`src/rtl/ps2_pkg.sv`:
```
// Shared types and frame layout for the PS/2 receive path.
package ps2_pkg;

    localparam int unsigned PS2_FRAME_W = 11;
    localparam int unsigned START_BIT   = 0;
    localparam int unsigned DATA_LSB    = 1;
    localparam int unsigned DATA_MSB    = 8;
    localparam int unsigned PARITY_BIT  = 9;
    localparam int unsigned STOP_BIT    = 10;

    typedef enum logic [1:0] {IDLE, DPS, LOAD} ps2_state_e;

    // Start low, stop high, odd parity over data plus parity bit.
    function automatic logic frame_ok(input logic [PS2_FRAME_W-1:0] f);
        return !f[START_BIT] && f[STOP_BIT] && (^f[PARITY_BIT:DATA_LSB]);
    endfunction

endpackage

```
`src/rtl/ps2_clk_filter.sv`:
```
// Synchronizes ps2c/ps2d, glitch-filters ps2c and emits a one-cycle pulse per filtered falling edge.
module ps2_clk_filter #(
    parameter int unsigned FILTER_LEN = 8
) (
    input  logic clk,
    input  logic rst_n,
    input  logic ps2c,
    input  logic ps2d,
    output logic fall,
    output logic d_sync
);

    logic [1:0]            c_sync_q;
    logic [1:0]            d_sync_q;
    logic [FILTER_LEN-1:0] filter_q;
    logic [FILTER_LEN-1:0] filter_d;
    logic                  fc_q;
    logic                  fc_d;

    // Level only changes once the whole window agrees; mixed windows hold.
    always_comb begin
        filter_d = {c_sync_q[1], filter_q[FILTER_LEN-1:1]};
        fc_d     = fc_q;
        if (&filter_q) begin
            fc_d = 1'b1;
        end else if (~|filter_q) begin
            fc_d = 1'b0;
        end
    end

    always_ff @(posedge clk or negedge rst_n) begin
        if (!rst_n) begin
            c_sync_q <= '1;
            d_sync_q <= '1;
            filter_q <= '1;
            fc_q     <= 1'b1;
        end else begin
            c_sync_q <= {c_sync_q[0], ps2c};
            d_sync_q <= {d_sync_q[0], ps2d};
            filter_q <= filter_d;
            fc_q     <= fc_d;
        end
    end

    assign fall   = fc_q & ~fc_d;
    assign d_sync = d_sync_q[1];

endmodule

```
`src/rtl/ps2_rx.sv`:
```
// PS/2 device-to-host frame receiver. Define PS2_FRAME_CHECK_EN to reject frames with bad
// start/stop/parity via frame_err instead of rx_done_tick.
module ps2_rx
    import ps2_pkg::*;
#(
    parameter int unsigned FILTER_LEN = 8,
    parameter int unsigned TIMEOUT    = 20000
) (
    input  logic                   clk,
    input  logic                   rst_n,
    input  logic                   rx_en,
    input  logic                   ps2c,
    input  logic                   ps2d,
    output logic                   rx_done_tick,
    output logic [PS2_FRAME_W-1:0] dout,
    output logic                   frame_err
);

    localparam int unsigned    TMO_W    = $clog2(TIMEOUT);
    localparam logic [TMO_W-1:0] TMO_LAST = TMO_W'(TIMEOUT - 1);
    localparam logic [TMO_W-1:0] TMO_ONE  = TMO_W'(1);

    ps2_state_e             state_q;
    logic [3:0]             n_q;
    logic [TMO_W-1:0]       tmo_q;
    logic [PS2_FRAME_W-1:0] frame_q;
    logic [PS2_FRAME_W-1:0] frame_shift;
    logic                   fall;
    logic                   d_sync;
    logic                   last_ok;

    ps2_clk_filter #(
        .FILTER_LEN(FILTER_LEN)
    ) u_filter (
        .clk   (clk),
        .rst_n (rst_n),
        .ps2c  (ps2c),
        .ps2d  (ps2d),
        .fall  (fall),
        .d_sync(d_sync)
    );

    assign frame_shift = {d_sync, frame_q[PS2_FRAME_W-1:1]};

`ifdef PS2_FRAME_CHECK_EN
    assign last_ok = frame_ok(frame_shift);
`else
    assign last_ok = 1'b1;
`endif

    // The result pulse is registered on the last edge so it coincides with the LOAD cycle.
    always_ff @(posedge clk or negedge rst_n) begin
        if (!rst_n) begin
            state_q      <= IDLE;
            n_q          <= '0;
            tmo_q        <= '0;
            frame_q      <= '0;
            rx_done_tick <= 1'b0;
            frame_err    <= 1'b0;
        end else begin
            rx_done_tick <= 1'b0;
            frame_err    <= 1'b0;
            case (state_q)
                IDLE: begin
                    if (fall && rx_en) begin
                        frame_q <= frame_shift;
                        n_q     <= 4'd9;
                        tmo_q   <= '0;
                        state_q <= DPS;
                    end
                end
                DPS: begin
                    if (fall) begin
                        frame_q <= frame_shift;
                        tmo_q   <= '0;
                        if (n_q == 4'd0) begin
                            state_q      <= LOAD;
                            rx_done_tick <= last_ok;
                            frame_err    <= !last_ok;
                        end else begin
                            n_q <= n_q - 4'd1;
                        end
                    end else if (tmo_q == TMO_LAST) begin
                        frame_err <= 1'b1;
                        state_q   <= IDLE;
                    end else begin
                        tmo_q <= tmo_q + TMO_ONE;
                    end
                end
                LOAD: begin
                    state_q <= IDLE;
                end
                default: begin
                    state_q <= IDLE;
                end
            endcase
        end
    end

    assign dout = frame_q;

endmodule

```
`config.mk`:
```
export PLATFORM = sky130hd
export DESIGN_NAME = ps2_rx
export DESIGN_NICKNAME = d
export VERILOG_FILES = /design/src/rtl/ps2_pkg.sv /design/src/rtl/ps2_clk_filter.sv /design/src/rtl/ps2_rx.sv
export SDC_FILE = /design/constraint.sdc
export NUM_CORES = 1
export LEC_CHECK = 0
export CAP_MARGIN = 20
export CORE_MARGIN = 2
export CORE_UTILIZATION = 45
export CTS_CLUSTER_DIAMETER = 50
export DETAILED_ROUTE_END_ITERATION = 10
export MAX_ROUTING_LAYER = met4
export PLACE_DENSITY_LB_ADDON = 0.3
export REMOVE_ABC_BUFFERS = 1
export SLEW_MARGIN = 0
export SYNTH_ARGS = -nofsm -noshare
export SYNTH_HDL_FRONTEND = slang
export SYNTH_SLANG_ARGS = --single-unit
```
`constraint.sdc`:
```
create_clock -name clk -period 3.05 [get_ports clk]
set_input_delay 0.4575 -clock clk [delete_from_list [all_inputs] [get_ports clk]]
set_output_delay 0.4575 -clock clk [all_outputs]
set_load 0.02 [all_outputs]
```
; Yosys cells after proc, flatten, opt, wreduce, memory -nomap -nowiden
; Index checks and enable logic that the tools add are counted.
[classes]
addsub = 2
n_mul = 0
n_div = 0
magnitude_cmp = 0
n_eq_ne = 8
shifts = 0
n_mux = 24
n_bitwise = 2
n_reduce_logical = 10
[op_table]
columns = cell, n
row1 = 15-bit two-way mux, 3
row2 = 15-bit case mux with 2 select lines, 1
row3 = 11-bit two-way mux, 2
row4 = 11-bit case mux with 2 select lines, 1
row5 = 15-bit by 1-bit adder with 15-bit output (second input constant), 1
row6 = 15-bit == test (second input constant), 1
row7 = 4-bit two-way mux, 3
row8 = 3-bit inequality test (second input constant), 3
row9 = 3-bit AND reduction, 3
row10 = 1-bit two-way mux, 8
row11 = 2-bit two-way mux, 4
row12 = 4-bit case mux with 2 select lines, 1
row13 = 8-bit AND reduction, 1
row14 = 8-bit OR reduction, 1
row15 = 2-bit inequality test (second input constant), 3
row16 = 4-bit zero test, 1
row17 = 2-bit case mux with 2 select lines, 1
row18 = 4-bit AND reduction, 1
row19 = 4-bit by 1-bit subtractor with 4-bit output (second input constant), 1
row20 = 2-bit by 1-bit == test with 1-bit output (second input constant), 1
row21 = 2-bit zero test, 1
row22 = 2-bit nonzero test, 1
row23 = 1-bit bitwise AND, 1
row24 = 1-bit logical AND, 1
row25 = 1-bit NOT, 1
[totals]
ff_bits = 47
latchBits = 0
ramBits = 0
mem_bits_ro = 0
input_bits = 5
output_inout_bits = 13
word_cells = 56
memories = 0

; Depth between registers and ports, before layout
; Gate-level depths: netlist of run 1.
[logic_depth]
ltp_word = 8
mapped_depth = 8
mapped_depth_nobuf = 6

; Cells and area by module
; A second synthesis of run 1 with hierarchy kept.
[unflattened]
cells_unflattened = 168
hier_area_um2 = 2009.4
[by_module_without_submodules]
columns = module, n_inst, cells_each, area_each_um2, seq_area_each_um2
row1 = ps2_rx, 1, 148, 1611.5, 850.8
row2 = ps2_clk_filter, 1, 20, 397.9, 341.6

; Least setup slack after synthesis of run 1
; Ideal clock, no wire load.
[synth_path]
path_type = flip-flop to flip-flop
startpoint = register u_filter.filter_q[5]
endpoint = register tmo_q[6]
setup_ps = 133
t_arrival_ps = 2006
required_ps = 2917
setup_slack_ps = 911
stages_incl_launch_ff = 8
n_path_buf = 2
synth_period_minus_slack_ps = 2139
cell_sequence = dfstp_2 -> or4_4 -> or4_4 -> buf_6 -> a21boi_4 -> buf_6 -> o21ai_2 -> o31ai_1
[synth_via]
elab_chain_cells = 8
elab_cells_between_ends = 12
classes_between = eq/ne: 2 / mux: 4 / bitwise: 2 / reduce/logical: 4
[synth_lines]
columns = element, line_no
row1 = from (decl), ps2_clk_filter.sv:15  ; logic [FILTER_LEN-1:0] filter_q;
row2 = from (signal assigned), ps2_clk_filter.sv:40  ; filter_q <= filter_d;
row3 = 8-bit OR reduction, ps2_clk_filter.sv:26  ; end else if (~|filter_q) begin
row4 = 1-bit two-way mux, ps2_clk_filter.sv:26
row5 = 1-bit two-way mux *, ps2_clk_filter.sv:24  ; if (&filter_q) begin
row6 = 1-bit NOT *, ps2_clk_filter.sv:45  ; assign fall = fc_q & ~fc_d;
row7 = 1-bit bitwise AND *, ps2_clk_filter.sv:45
row8 = 1-bit logical AND, ps2_rx.sv:65  ; if (fall && rx_en) begin
row9 = 2-bit inequality test (no line), --
row10 = 3-bit AND reduction (no line), --
row11 = to (signal assigned), ps2_rx.sv:87  ; tmo_q <= tmo_q + TMO_ONE;
row12 = to (decl), ps2_rx.sv:25  ; logic [TMO_W-1:0] tmo_q;
; Every way passes the cells marked *; elsewhere a longest branch is shown, timed or not.
; A chain may end at the register's enable or synchronous reset.

; Worst setup path in the final report of run 1
[layout_path]
startpoint = register u_filter.filter_q[1]
endpoint = register tmo_q[14]
; Same word-level chain as after synthesis.

==> results of run 1 <==
[synth_stat cells (2+ instances only)]
master	instances
o21ai_0	12
nand3_1	10
mux2_2	11
and3_1	2
nand2_1	20
clkbuf_1	3
nor3b_1	2
o21ai_1	4
or4_1	2
o31ai_1	6
nor3_1	4
a21oi_1	3
a31oi_1	2
or4_4	2
buf_6	3
nor4_1	3
dfstp_2	13
nor2_1	14
inv_1	5
and2_1	2
dfrtp_1	34
nor4b_1	2
o21ai_2	2
ha_1	3
and4_1	3
or3_1	2
a21o_1	3
nand4_1	7
[worst paths after layout]
check	startpoint	to	slack [ns]
max in group asynchronous	rst_n	u_filter.filter_q[5]	2.49
hold reg to reg	u_filter.c_sync_q[1]	u_filter.filter_q[7]	0.36
min in group clk	u_filter.c_sync_q[1]	u_filter.filter_q[7]	0.36
setup reg to reg	u_filter.filter_q[1]	tmo_q[14]	0.74
hold / removal	rst_n	tmo_q[12]	0.03
setup / recovery	u_filter.filter_q[1]	tmo_q[14]	0.74
[stage by stage]
| step | hold WS [ns] | area, µm² | power [mW] | std cells | setup WS [ns] |
|---|---|---|---|---|---|
| 6_report | 0.02916 | 2415 | 1.180 | 263 | 0.7377 |
| 5_1_grt | 0.04486 | 2415 | 1.244 | 263 | 0.6677 |
| 4_1_cts | 0.3569 | 2395 | 1.192 | 262 | 0.7318 |
| 3_5_place_dp | 0.3473 | 2306 | 0.8146 | 254 | 0.7754 |
| 3_3_place_gp | 0.3458 | 2306 | 0.8100 | 254 | 0.7973 |
| 2_1_floorplan | 0.1619 | 2068 | 0.7703 | 184 | 0.6966 |
[power by group]
group	internal, mW	leakage [nW]	switching, mW	total, mW
registers	0.668	0.592	0.0440	0.712
clock network	0.165	0.0418	0.210	0.374
logic	0.0384	0.394	0.0545	0.0929
total	0.871	1.03	0.308	1.18
[cell families after synthesis]
logic type	share of synthesized area, %
adders and majority gates	1.776
DFF	56.42
buffers and inverters	3.019
muxes	6.335
AOI/OAI and AO/OA	12.73
and+or+nand+nor	19.72
[state kept, by name, indices dropped and copies added, names as in the netlist]
signal             cells
u_filter.filter_q      8
tmo_q                 15
u_filter.fc_q          1
u_filter.d_sync_q      2
dout                  11
rx_done_tick           1
n_q                    4
state_q                2
u_filter.c_sync_q      2
frame_err              1
[routing by layer]
metal  vias to the layer above  wire length, µm  global-route usage (%)
met5                         -                0                       -
met4                         0               40                   5.967
met3                         5              122                   3.889
met2                        23             1649                   23.33
met1                       706             1871                   21.74
li1                        734                -                       -
[cell type report]
type                    count  area share, %
clock buffers               6          3.005
clock inverters             2         0.6736
inverters                   5         0.7772
multi-input cells         132          35.49
flip-flops and latches     47          49.38
well taps                  52          2.694
repair buffers             19          7.979
[layout by cell type (no fill, tap or decap), types with 2 or more instances in the layout]
master	instances
nor4_1	3
nor2_1	14
and2_1	2
nand3_1	10
nor4b_1	2
and4_1	3
and3_1	2
o21ai_1	4
mux2_2	11
or4_4	2
clkbuf_8	5
or4_1	2
nor3b_1	2
nand2_1	20
o21ai_2	2
dfstp_2	13
a21oi_1	3
inv_1	5
nor3_1	4
a21o_1	3
ha_1	3
o31ai_1	6
clkdlybuf4s50_1	16
dfrtp_1	34
o21ai_0	12
a31oi_1	2
nand4_1	7
or3_1	2
==> summary.txt, run 1 <==
Yosys
  – Synth top area share: 40.26%
  – Number of flops mapped to enable cells by yosys: 0
  – Number of unique standard cell types used by synthesis: 39
  – Synthesized flop and latch total: 47
  – Syn Inst Count: 190
  – Sequential area share after synthesis: 56.42%
  – Predominant post-synthesis flop cell: dfrtp_1
  – Post-Syn Area: 2113 µm²
  – Top cells by area in the synthesized netlist: dfrtp_1 40%, dfstp_2 16%, mux2_2 5.9%, nand2_1 3.6%, o21ai_0 2.8%
  – Synth area leader: dfrtp_1
  – Ys async rst share: 100.0%
  – Ys Warns: 0
  – Syn avg cell area: 11.12 µm²

Worst setup path
  – Worst path cell trace: or4_1, or4_4, a21boi_4, a21o_1, a21o_1
  – WP data required: 3.24 ns
  – Worst setup SP type: register
  – Worst path buffer plus inverter count: 0
  – Crit-path max cell delay: 0.64 ns
  – Critical Path End Type: register
  – Critical-path maximum fanout: 16
  – Crit path kind: reg2reg
  – Delay-heaviest family, CP: simple AND/OR/NAND/NOR gates
  – CP dominant cell by count: a21o_1
  – Crit path DAT: 2.50 ns
  – R2R depth: 5
  – Slowest stage cell on the critical path: or4_4
  – CP Depth: 5

Detailed routing
  – Post-Route WL: 3683 µm
  – First-pass detailed-route iteration total: 4
  – 1st-iter DRT viols: 59
  – DR WL/cell: 14.00 µm
  – DRC: 0
  – Vias/cell: 5.582
  – Vias: 1468
  – Final ANT Viol Nets: 0

Clocking
  – # hold bufs at CTS: 0
  – CTS tree: yes
  – CTS buffer count: 5
  – Number of clock sinks: 47
  – H-tree levels: 2
  – Clk slew on worst S/H paths: 0.09 ns
  – Post CTS Setup Buffer Count: 0
  – CTS Buffer Depth: 2
  – Root buffer cell: clkbuf_8
  – CTS resizes: 0
  – Worst skew pair latency: 0.30 ns

Timing
  – Final Hold Viols: 0
  – Fmax: 432.5 MHz
  – Slew Limit Headroom: 59.23%
  – Final clock skew: 0.007698 ns
  – Fin. max-slew vios: 0
  – Final min period: 2.312 ns
  – Slew at the pin with the worst max-slew slack: 0.6087 ns
  – Setup-failing EPs final: 0
  – RSZ-0062 raised after global routing: false
  – Post-route clock period utilization: 75.81%
  – Setup Total Neg Slack: 0 ns

Run
  – Max Cap Violations: 0

Final layout
  – Final net count: 218
  – Filler Cell Count: 400
  – Multi-input gate area: 857.1 µm²
  – Share of cells above drive strength 1: 18.96%
  – Number of diodes: 0
  – Synth-to-Final Area Change: 14.27%
  – Util after Layout: 54.34%
  – Register area: 1192 µm²

Status
  – Status: finished, final reports clean

Power and ir drop
  – P_leak: 1.028 nW
  – Pwr dens: 488.5 nW/µm²
  – Max VDD drop: 0.0002366 V

GRT
  – Gr usage total: 16.02%
  – Number of global-route vias before repair: 1379
  – Aggregate global routing overflow: 0
  – First-pass GRT wire length: 6375 µm
  – Antenna violations before repair: 0
  – Pin count of the biggest net entering global routing: 48

Die
  – Die Footprint: 5261 µm²
  – IO Pins: 18
  – Die Span X: 72.53 µm
  – Row count: 24
  – Die height: 72.53 µm
  – Starting Density: 47.55%
  – Floorplan Core Area: 4444 µm²

Placement
  – Dpl hpwl: 2447 µm
  – PortBufs: 17
  – Final Wtd Congestion: 0.7945

Worst hold path
  – Hold/Removal Path Class: in2async
Power figures use the tool's default switching activity.
==> run 2, diff against run 1 <==
Clock period 3.05 ns to 2.3 ns, I/O delays scaled along.
==> summary.txt, run 2 (synthesis results as in run 1) <==
Detailed routing
  – DR WL/cell: 14.61 µm
  – Post-Route WL: 3901 µm
  – Vias: 1500
  – 1st-iter DRT viols: 94
  – First-pass detailed-route iteration total: 5
  – Final ANT Viol Nets: 0
  – Vias/cell: 5.618
  – DRC: 0

Placement
  – PortBufs: 17
  – Dpl cell area: 2344 µm²
  – Dpl ws: 0.1384 ns
  – Dpl hpwl: 2720 µm
  – Final Wtd Congestion: 0.8808

Die
  – Die Footprint: 5261 µm²
  – IO Pins: 18
  – Die height: 72.53 µm
  – Row count: 24
  – Starting Density: 47.55%
  – Floorplan Core Area: 4444 µm²
  – Die Span X: 72.53 µm

Final layout
  – Final net count: 222
  – Multi-input gate area: 857.1 µm²
  – Register area: 1192 µm²
  – Synth-to-Final Area Change: 15.22%
  – Number of diodes: 0
  – Most frequent cells in the layout: 34 x dfrtp_1, 20 x nand2_1, 16 x clkdlybuf4s50_1, 14 x nor2_1, 13 x dfstp_2
  – Share of cells above drive strength 1: 20.47%
  – Most common cell after layout, fill and taps aside: dfrtp_1
  – Biggest register: tmo_q
  – Filler Cell Count: 389
  – Max reg flops: 15
  – Util after Layout: 54.79%
  – Layout Cell Area excl Fill: 2435 µm²

Clocking
  – H-tree levels: 2
  – Worst skew pair latency: 0.30 ns
  – CTS tree: yes
  – # hold bufs at CTS: 0
  – Root buffer cell: clkbuf_8
  – Post CTS Setup Buffer Count: 0
  – CTS buffer count: 5
  – Clk slew on worst S/H paths: 0.08 ns
  – CTS Buffer Depth: 2
  – CTS resizes: 0
  – Number of clock sinks: 47

GRT
  – Antenna violations before repair: 0
  – Number of global-route vias before repair: 1420
  – Pin count of the biggest net entering global routing: 39
  – Gr usage total: 16.94%
  – First-pass GRT wire length: 6665 µm
  – Aggregate global routing overflow: 0

Timing
  – RSZ-0062 raised after global routing: false
  – Slew at the pin with the worst max-slew slack: 0.8248 ns
  – Fin. max-slew vios: 0
  – Final min period: 2.171 ns
  – Slew Limit Headroom: 45.01%
  – Fmax: 460.5 MHz
  – Setup WS post-layout: 0.1287 ns
  – Final clock skew: 0.005556 ns
  – Final Hold Viols: 0
  – Setup-failing EPs final: 0
  – WHS: 0.1373 ns
  – Post-route clock period utilization: 94.41%

Power and ir drop
  – Pwr dens: 647.5 nW/µm²
  – P_leak: 1.048 nW
  – Max VDD drop: 0.0005112 V

Worst setup path
  – CP dominant cell by count: a21o_1
  – Delay-heaviest family, CP: simple AND/OR/NAND/NOR gates
  – Crit-path max cell delay: 0.57 ns
  – Critical Path End Type: register
  – Crit path DAT: 2.37 ns
  – WP data required: 2.50 ns
  – Flop2flop setup slack: 0.13 ns
  – Worst setup SP type: register
  – R2R depth: 5
  – Worst path buffer plus inverter count: 0
  – Critical-path maximum fanout: 14
  – CP Depth: 5
  – Slowest stage cell on the critical path: or4_1
  – Worst path cell trace: or4_1, or4_4, a21boi_4, a21o_1, a21o_1
  – Crit path kind: reg2reg
  – Reg2reg end: tmo_q[14]
  – Worst R2R Start: u_filter.filter_q[1]

Worst hold path
  – Hold/Removal Path Class: in2async

Status
  – Status: finished, final reports clean

Run
  – Max Cap Violations: 0
-- run 2: cell types whose count changed in the layout (fill, tap and decap cells not counted), sizes merged --
cell | before | now
inv | 6 | 5
clkbuf | 6 | 7
clkinvlp | 1 | 0
buf | 3 | 7
clkinv | 0 | 1
-- run 2: worst reg2reg max path, delay by kind of cell, from the launching register on --
kind | cells | cell delay [ns]
AO/OA/AOI/OAI | 3 | 0.56
AND/OR/NAND/NOR | 2 | 1.12
flip-flops | 1 | 0.39
-- run 2: worst max path at each step --
| stage | start | end | slack (ns) |
|---|---|---|---|
| final | u_filter.filter_q[1] | tmo_q[14] | 0.13 |
| after global routing | u_filter.filter_q[1] | n_q[0] | 0.09 |
| after CTS | u_filter.filter_q[1] | tmo_q[14] | 0.13 |
| after detailed placement | u_filter.filter_q[1] | tmo_q[14] | 0.14 |
| after global placement | u_filter.filter_q[5] | tmo_q[14] | 0.16 |
| after floorplan | u_filter.filter_q[5] | tmo_q[1] | -0.05 |
-- run 2: area by class of cell --
type / instances / share of cell area [%]
sequential: 47 / 48.97
clock inverter: 1 / 0.2055
inverter: 5 / 0.7708
tap: 52 / 2.672
multi-input combinational: 132 / 35.20
timing repair buffer: 23 / 8.633
clock buffer: 7 / 3.546
-- run 2: report_power, final --
| group | internal (mW) | leakage (nW) | switching (mW) |
|---|---|---|---|
| Sequential | 0.886 | 0.592 | 0.0593 |
| Clock | 0.243 | 0.0482 | 0.266 |
| Combinational | 0.0514 | 0.408 | 0.0710 |
| Total | 1.18 | 1.05 | 0.396 |
-- run 2: per-layer routing --
| metal | up-vias | GRT usage [%] | part of all wire, % |
|---|---|---|---|
| li1 | 741 | - | - |
| met1 | 730 | 21.59 | 48 |
| met2 | 24 | 26.36 | 47 |
| met3 | 5 | 3.611 | 3.9 |
| met4 | 0 | 6.790 | 1.3 |
| met5 | - | - | 0 |
-- run 2: per-stage QoR --
step	TNS (ns)	cells	total power [mW]
2_1_floorplan	-0.08866	184	1.021
3_3_place_gp	0	259	1.079
3_5_place_dp	0	259	1.085
4_1_cts	0	267	1.590
5_1_grt	0	267	1.658
6_report	0	267	1.576
